[src/rtl/muldiv_seq.sv]
// -----------------------------------------------------------------------------
// muldiv_seq
//
// Iterative RV64M multiply/divide unit. It executes MUL, MULH, MULHSU, MULHU,
// DIV, DIVU, REM and REMU, plus the 32-bit word variants. It sits beside the
// single-cycle ALU. One radix-2 step is done per clock: shift-add for multiply,
// restoring shift-subtract for divide. The core works on unsigned magnitudes.
// Signs are applied on the clock that completes the operation.
//
// Latency, counted from the accept edge E0:
//   normal operations : out_valid rises at E0+W+1
//                       (W steps, then one edge to finalise the result)
//   divide-by-zero and signed overflow : out_valid rises at E0+1
//
// Parameters
//   XLEN      datapath width, 32 or 64
//   ENABLE_W  1: the word input is honoured (only when XLEN=64)
//             0: the word input is ignored
//
// Ports
//   clk        rising-edge clock
//   rst        asynchronous active-high reset
//   flush      synchronous abort. It overrides in_valid and out_ready, and it
//              leaves result unchanged.
//   in_valid   request valid
//   in_ready   request handshake; high only when the unit is idle and not flushed
//   op         000 MUL, 001 MULH, 010 MULHSU, 011 MULHU,
//              100 DIV, 101 DIVU, 110 REM,    111 REMU
//   word       W operation on the low 32 bits; result sign-extended from bit 31
//   src1       multiplicand / dividend
//   src2       multiplier / divisor
//   out_valid  result valid; held until out_ready is sampled high
//   out_ready  consumer takes the result
//   result     registered result; kept until the next operation completes
// -----------------------------------------------------------------------------
module muldiv_seq #(
  parameter int XLEN     = 64,
  parameter bit ENABLE_W = 1'b1
) (
  input  logic            clk,
  input  logic            rst,
  input  logic            flush,
  input  logic            in_valid,
  output logic            in_ready,
  input  logic [2:0]      op,
  input  logic            word,
  input  logic [XLEN-1:0] src1,
  input  logic [XLEN-1:0] src2,
  output logic            out_valid,
  input  logic            out_ready,
  output logic [XLEN-1:0] result
);

  // Word operations only exist on a 64-bit datapath.
  localparam bit            W_OK     = ENABLE_W && (XLEN == 64);
  localparam int            CW       = $clog2(XLEN) + 1;
  localparam logic [CW-1:0] CNT_FULL = CW'(XLEN);
  localparam logic [CW-1:0] CNT_WORD = CW'(32);
  localparam int            WSH      = XLEN - 32;

  typedef enum logic [1:0] {
    S_IDLE,
    S_BUSY,
    S_DONE
  } state_t;

  function automatic logic [XLEN-1:0] sext32(input logic [XLEN-1:0] v);
    logic [XLEN-1:0] r;
    r = v;
    for (int i = 32; i < XLEN; i++) r[i] = v[31];
    return r;
  endfunction

  function automatic logic [XLEN-1:0] zext32(input logic [XLEN-1:0] v);
    logic [XLEN-1:0] r;
    r       = '0;
    r[31:0] = v[31:0];
    return r;
  endfunction

  // ---------------------------------------------------------------------------
  // State and datapath registers
  //   acc  : multiply -> running 2W-bit product
  //          divide   -> partial remainder, kept in the low XLEN bits
  //          special  -> the final value, kept in the low XLEN bits
  //   areg : multiply -> multiplicand, shifted left each step
  //          divide   -> divisor, in the low XLEN bits
  //   breg : multiply -> multiplier, shifted right each step
  //          divide   -> dividend shifted out at the top while quotient bits
  //                      enter at the bottom
  // ---------------------------------------------------------------------------
  state_t              state;
  logic [CW-1:0]       count;
  logic [2*XLEN-1:0]   acc;
  logic [2*XLEN-1:0]   areg;
  logic [XLEN-1:0]     breg;
  logic                neg_q;      // product sign or quotient sign
  logic                rneg_q;     // remainder sign (follows the dividend)
  logic                div_q;
  logic                rem_sel_q;
  logic                mul_low_q;
  logic                word_q;
  logic                special_q;

  // ---------------------------------------------------------------------------
  // Request decode: signedness, operand extension, magnitudes, special cases
  // ---------------------------------------------------------------------------
  logic            word_eff;
  logic            is_div;
  logic            a_sgn, b_sgn;
  logic [XLEN-1:0] a_ext, b_ext;
  logic            a_neg, b_neg;
  logic [XLEN-1:0] a_mag, b_mag;
  logic [XLEN-1:0] min_val;
  logic            div_zero, div_ovf, special;
  logic [XLEN-1:0] special_val;

  // NOTE: every signal driven here gets a default at the top of the block, so
  // no path can leave one unassigned and infer a latch.
  always_comb begin
    word_eff    = word & W_OK;
    is_div      = op[2];
    a_sgn       = 1'b0;
    b_sgn       = 1'b0;
    a_ext       = src1;
    b_ext       = src2;
    min_val     = '0;
    special_val = '0;

    if (is_div) begin
      a_sgn = ~op[0];
      b_sgn = ~op[0];
    end else if (word_eff) begin
      // MULHW/MULHSUW/MULHUW are reserved encodings and execute as MULW.
      // Only low bits are kept, so signed/signed is as good as any choice.
      a_sgn = 1'b1;
      b_sgn = 1'b1;
    end else begin
      a_sgn = (op[1:0] != 2'b11);   // MULHU is the only mul op with src1 unsigned
      b_sgn = ~op[1];               // MULHSU and MULHU take src2 unsigned
    end

    if (word_eff) begin
      a_ext   = a_sgn ? sext32(src1) : zext32(src1);
      b_ext   = b_sgn ? sext32(src2) : zext32(src2);
      min_val = sext32(XLEN'(32'h8000_0000));
    end else begin
      min_val = {1'b1, {(XLEN-1){1'b0}}};
    end

    a_neg = a_sgn & a_ext[XLEN-1];
    b_neg = b_sgn & b_ext[XLEN-1];
    a_mag = a_neg ? -a_ext : a_ext;
    b_mag = b_neg ? -b_ext : b_ext;

    div_zero = is_div & (b_ext == '0);
    div_ovf  = is_div & ~op[0] & (a_ext == min_val) & (&b_ext);
    special  = div_zero | div_ovf;

    // Special results are computed at accept time.
    // For word ops the final sign-extension from bit 31 is applied later.
    if (div_zero) special_val = op[1] ? a_ext : '1;
    else if (div_ovf) special_val = op[1] ? '0 : a_ext;
  end

  assign in_ready = (state == S_IDLE) && !flush;

  // ---------------------------------------------------------------------------
  // Iteration step and finalisation
  // ---------------------------------------------------------------------------
  logic [XLEN:0]     rem_sh;
  logic [XLEN:0]     diff;
  logic [2*XLEN-1:0] prod_s;
  logic [XLEN-1:0]   quo_s, rem_s, fin, fin_ext;
  logic              last;

  always_comb begin
    rem_sh = {acc[XLEN-1:0], breg[XLEN-1]};
    diff   = rem_sh - {1'b0, areg[XLEN-1:0]};
    prod_s = neg_q ? -acc : acc;
    quo_s  = neg_q ? -breg : breg;
    rem_s  = rneg_q ? -acc[XLEN-1:0] : acc[XLEN-1:0];
    last   = (count == (word_q ? CNT_WORD : CNT_FULL));
    fin    = '0;

    if (special_q) fin = acc[XLEN-1:0];
    else if (div_q) fin = rem_sel_q ? rem_s : quo_s;
    else if (mul_low_q) fin = prod_s[XLEN-1:0];
    else fin = prod_s[2*XLEN-1:XLEN];

    fin_ext = word_q ? sext32(fin) : fin;
  end

  // ---------------------------------------------------------------------------
  // Control FSM and datapath
  // ---------------------------------------------------------------------------
  // NOTE: all state here uses non-blocking assignments. Every register then
  // samples the pre-edge value of every other register, whatever the
  // statement order.
  always_ff @(posedge clk or posedge rst) begin
    if (rst) begin
      state     <= S_IDLE;
      count     <= '0;
      acc       <= '0;
      areg      <= '0;
      breg      <= '0;
      neg_q     <= 1'b0;
      rneg_q    <= 1'b0;
      div_q     <= 1'b0;
      rem_sel_q <= 1'b0;
      mul_low_q <= 1'b0;
      word_q    <= 1'b0;
      special_q <= 1'b0;
      out_valid <= 1'b0;
      result    <= '0;
    end else if (flush) begin
      // Abort: the in-flight operands are left in place, but the next accept
      // overwrites all of them and result is not touched.
      state     <= S_IDLE;
      count     <= '0;
      out_valid <= 1'b0;
    end else begin
      unique case (state)
        S_IDLE: begin
          if (in_valid) begin
            state     <= S_BUSY;
            count     <= '0;
            div_q     <= is_div;
            rem_sel_q <= op[1];
            mul_low_q <= word_eff | (op[1:0] == 2'b00);
            word_q    <= word_eff;
            special_q <= special;
            neg_q     <= a_neg ^ b_neg;
            rneg_q    <= a_neg;
            areg      <= {{XLEN{1'b0}}, is_div ? b_mag : a_mag};
            if (special) begin
              acc  <= {{XLEN{1'b0}}, special_val};
              breg <= '0;
            end else begin
              acc <= '0;
              // Dividend bits must leave breg MSB-first, starting from bit W-1.
              if (is_div) breg <= word_eff ? (a_mag << WSH) : a_mag;
              else breg <= b_mag;
            end
          end
        end

        S_BUSY: begin
          if (special_q || last) begin
            result    <= fin_ext;
            out_valid <= 1'b1;
            state     <= S_DONE;
          end else begin
            count <= count + CW'(1);
            if (div_q) begin
              // Restoring step: keep the difference only if it did not borrow.
              acc  <= {{XLEN{1'b0}}, diff[XLEN] ? rem_sh[XLEN-1:0] : diff[XLEN-1:0]};
              breg <= {breg[XLEN-2:0], ~diff[XLEN]};
            end else begin
              if (breg[0]) acc <= acc + areg;
              areg <= areg << 1;
              breg <= breg >> 1;
            end
          end
        end

        S_DONE: begin
          if (out_ready) begin
            out_valid <= 1'b0;
            count     <= '0;
            state     <= S_IDLE;
          end
        end

        default: begin
          state     <= S_IDLE;
          out_valid <= 1'b0;
        end
      endcase
    end
  end

endmodule
[config.mk]
export PLATFORM = sky130hd
export DESIGN_NAME = muldiv_seq
export DESIGN_NICKNAME = d
export VERILOG_FILES = /design/src/rtl/muldiv_seq.sv
export SDC_FILE = /design/constraint.sdc
export NUM_CORES = 2
export LEC_CHECK = 0
export ABC_CLOCK_PERIOD_IN_PS = 17360
export CORE_MARGIN = 5
export CORE_UTILIZATION = 39
export CTS_BUF_LIST = sky130_fd_sc_hd__clkbuf_2
export DETAILED_ROUTE_END_ITERATION = 8
export HOLD_SLACK_MARGIN = 0.08
export MAX_ROUTING_LAYER = met4
export PLACE_DENSITY = 0.65
export SLEW_MARGIN = 0
export SYNTH_ARGS = -nofsm -noshare
export SYNTH_HDL_FRONTEND = slang
export SYNTH_SLANG_ARGS = --single-unit
[constraint.sdc]
create_clock -name clk -period 17.36 [get_ports clk]
set_input_delay 3.472 -clock clk [delete_from_list [all_inputs] [get_ports clk]]
set_output_delay 3.472 -clock clk [all_outputs]
set_load 0.005 [all_outputs]
==> results_dict.tcl <==
set metrics [dict create \
    hold_viol_final 0 \
    coreArea_um2 109000 \
    hold_ws_ns 0.490 \
    syn2layout_area_growth_pct 9.56 \
    hold_class "flop to flop" \
    clk_pin_slew_ns 0.10 \
    fin_crit_sh_pct 47.8 \
    drt_wl_total_um 208000 \
    start_util_pct 39.4 \
    grt.total_usage_pct 35.1 \
    synth-edff-count 0 \
    num_rows 121 \
    yosys_warnings 0 \
    setup_tns_ns 0 \
    die_w_um 342 \
    postCtsSetupBuffers 0 \
    grt_util_met1_pct 45.2 \
    vias_per_cell 6.40 \
    vias 47800 \
    setup_viol 0 \
    cts_num_sinks 401 \
    multiInputGateArea_um2 30800 \
    p_sw_mw 4.48 \
    p_clk_share_pct 10.3 \
    portBuffers 202 \
    power.share.switching_pct 57.5 \
    async_reset_ff_share_pct 100 \
    htreeDepth 3 \
    ys_types 90 \
    dieArea_um2 117000 \
    cts_inserted_buffers 117 \
    netlist_area_um2 43000 \
    grt_max_degree 150 \
    wire_per_inst_um 27.9 \
    synth_seq_cells 401 \
    maxCapViolCount 0 \
    synth_nets 6272 \
    cp_max_fo 9 \
    antenna_found_initial 13 \
    drive_gt1_share_pct 7.04 \
    grt_util_met3_pct 6.78 \
    ir_drop_uv 120 \
    critPathRequiredTime_ns 13.89 \
    busiest_layer "met2" \
    status "completed" \
    remaining_drc_errors 0 \
    nFillCells 11400 \
    slew_headroom_pct 18.5 \
    seq_power_share_pct 22.9 \
    worst_slack_ns 9.07 \
    ctsResizeCount 0 \
    clockRootBuffer "clkbuf_2" \
    start_kind "input port" \
    postRouteAntennaNets 0 \
    power_density_nw_per_um2 166 \
    grt_pass1_wl_um 302000 \
    clk_latency_ns 1.43 \
    gr-total-overflow 0 \
    min_period_ns 8.29 \
    final-seq-area_um2 10000 \
    grt_util_met2_pct 52.4 \
    dp_hpwl_um 161000 \
    critPathKind "input port to output port" \
    grt_pass1_vias 44200 \
    avgSynthCellArea_um2 7.25 \
    clockBufferDepth 3 \
    worstMarginPinSlew_ns 1.22 \
    die_h_um 342 \
    p_comb_share_pct 66.9 \
    first_iter_violations 5798 \
    num-nets-final 6232 \
    max_freq_mhz 121 \
    p_leak_nw 19.4 \
    syn_inst 5931 \
    synth_ff_type "dfrtp_1" \
    fin_worst_skew_ns 0.160 \
    io_pins 203 \
    slew_viol_final 0 \
    cts_tree "yes" \
    rsz0062_at_grt "no" \
    drt_pass1_iterations 6 \
    worstSetupEndpointType "output port" \
    cts_hold_buffers 0 \
    worstPathArrival_ns 4.82 \
    ys_seq_area_share_pct 23.3 \
    intPower_mw 3.31 \
    pre_cts_ws_ns 8.30 \
    gp_congestion 1.05 \
]
-- worst paths after layout --
kind | startpoint | cells past startpoint | to | slack [ns]
max | flush | 3 | in_ready | 9.07
min | result[52] | 2 | result[52] | 0.49
max reg2reg | acc[0] | 17 | acc[31] | 10.55
min reg2reg | result[52] | 2 | result[52] | 0.49
max in group asynchronous | rst | 5 | div_q | 11.52
min in group asynchronous | rst | 2 | areg[18] | 2.68
-- logic make-up after synthesis --
family / after synthesis / synth area share (%)
AOI/OAI and AO/OA: 2143 / 30.8
DFF: 401 / 23.3
xor gates and xnor gates: 492 / 10.0
muxes: 132 / 3.24
and+or+nand+nor: 1952 / 21.2
buffers and inverters: 607 / 5.41
adders and majority gates: 204 / 5.97
-- state kept, by name, summed over array words and instances, names as in the netlist, 2 cells and up --
register  cells
acc         128
areg        128
breg         64
count         7
result       64
state         2
-- critical path, cell delays in order --
cell             delay (ns)
clkdlybuf4s50_1        0.60
nor2b_1                0.22
clkdlybuf4s50_1        0.53
-- cell usage in the layout (no fill, tap or decap), types with 28 or more instances in the layout --
cell / count
buf_4: 88
xnor2_1: 274
clkbuf_2: 152
nand3_1: 97
nand2_1: 668
or3_1: 90
mux2_2: 56
o21ai_0: 618
o41ai_1: 40
or2_2: 33
nor2_1: 517
clkinv_1: 32
o21a_1: 35
clkdlybuf4s50_1: 200
xor2_1: 218
mux2i_1: 76
o211ai_1: 59
ha_1: 201
o22ai_1: 37
a31oi_1: 59
a21oi_1: 639
dfrtp_1: 395
nor3_1: 160
a21o_1: 109
nor2b_1: 28
o31ai_1: 89
a211oi_1: 142
or4_1: 40
inv_1: 154
o21bai_1: 45
a22o_1: 68
nor4_1: 50
and3_1: 30
nand2b_1: 35
nand4_1: 96
-- stage by stage --
step / utilization (%) / power (mW) / instances / area, um2
after floorplan: - / 4.99 / 5931 / 43000
after global placement: 42.1 / 6.83 / 7248 / 46000
after detailed placement: 42.1 / 6.82 / 7248 / 46000
after CTS: 43.1 / 7.65 / 7459 / 47100
after global routing: 43.2 / 8.22 / 7468 / 47100
final: 43.2 / 7.80 / 7471 / 47100
-- power groups by stage --
stage / sequential, mW / clock (mW) / combinational [mW]
floorplan: 1.37 / 0 / 3.61
detailed placement: 1.78 / 0 / 5.04
CTS: 1.76 / 0.816 / 5.07
global route: 1.78 / 0.861 / 5.58
finish: 1.78 / 0.802 / 5.21
global placement: 1.78 / 0 / 5.04
-- synth_stat cells (51+ instances only) --
master	number	area, um2
nand2_1	669	2510
a21oi_1	640	3200
o21ai_0	618	3090
nor2_1	526	1970
dfrtp_1	401	10000
clkbuf_1	396	1490
xnor2_1	274	2400
xor2_1	218	1910
ha_1	202	2530
nor3_1	162	811
inv_1	156	586
a211oi_1	143	1070
a21o_1	109	818
nand3_1	98	490
nand4_1	96	601
or3_1	91	569
o31ai_1	89	668
mux2i_1	76	761
a22o_1	68	596
a31oi_1	59	369
o211ai_1	59	443
mux2_2	56	631
nor4_1	51	319
-- layout make-up --
class,count,area share [%]
diodes,12,0.0637
clock buffers,152,1.61
clock inverters,59,0.768
inverters,158,1.27
multi-input cells,4923,65.3
flip-flops and latches,401,21.3
well taps,1476,3.92
repair buffers,290,5.74
-- routing by layer --
layer	up-vias	part of all wire, %
met2	2577	43
li1	21700	-
met1	23000	41
met3	594	9.3
met4	0	6.4
met5	-	0
Power figures use the tool's default switching activity.
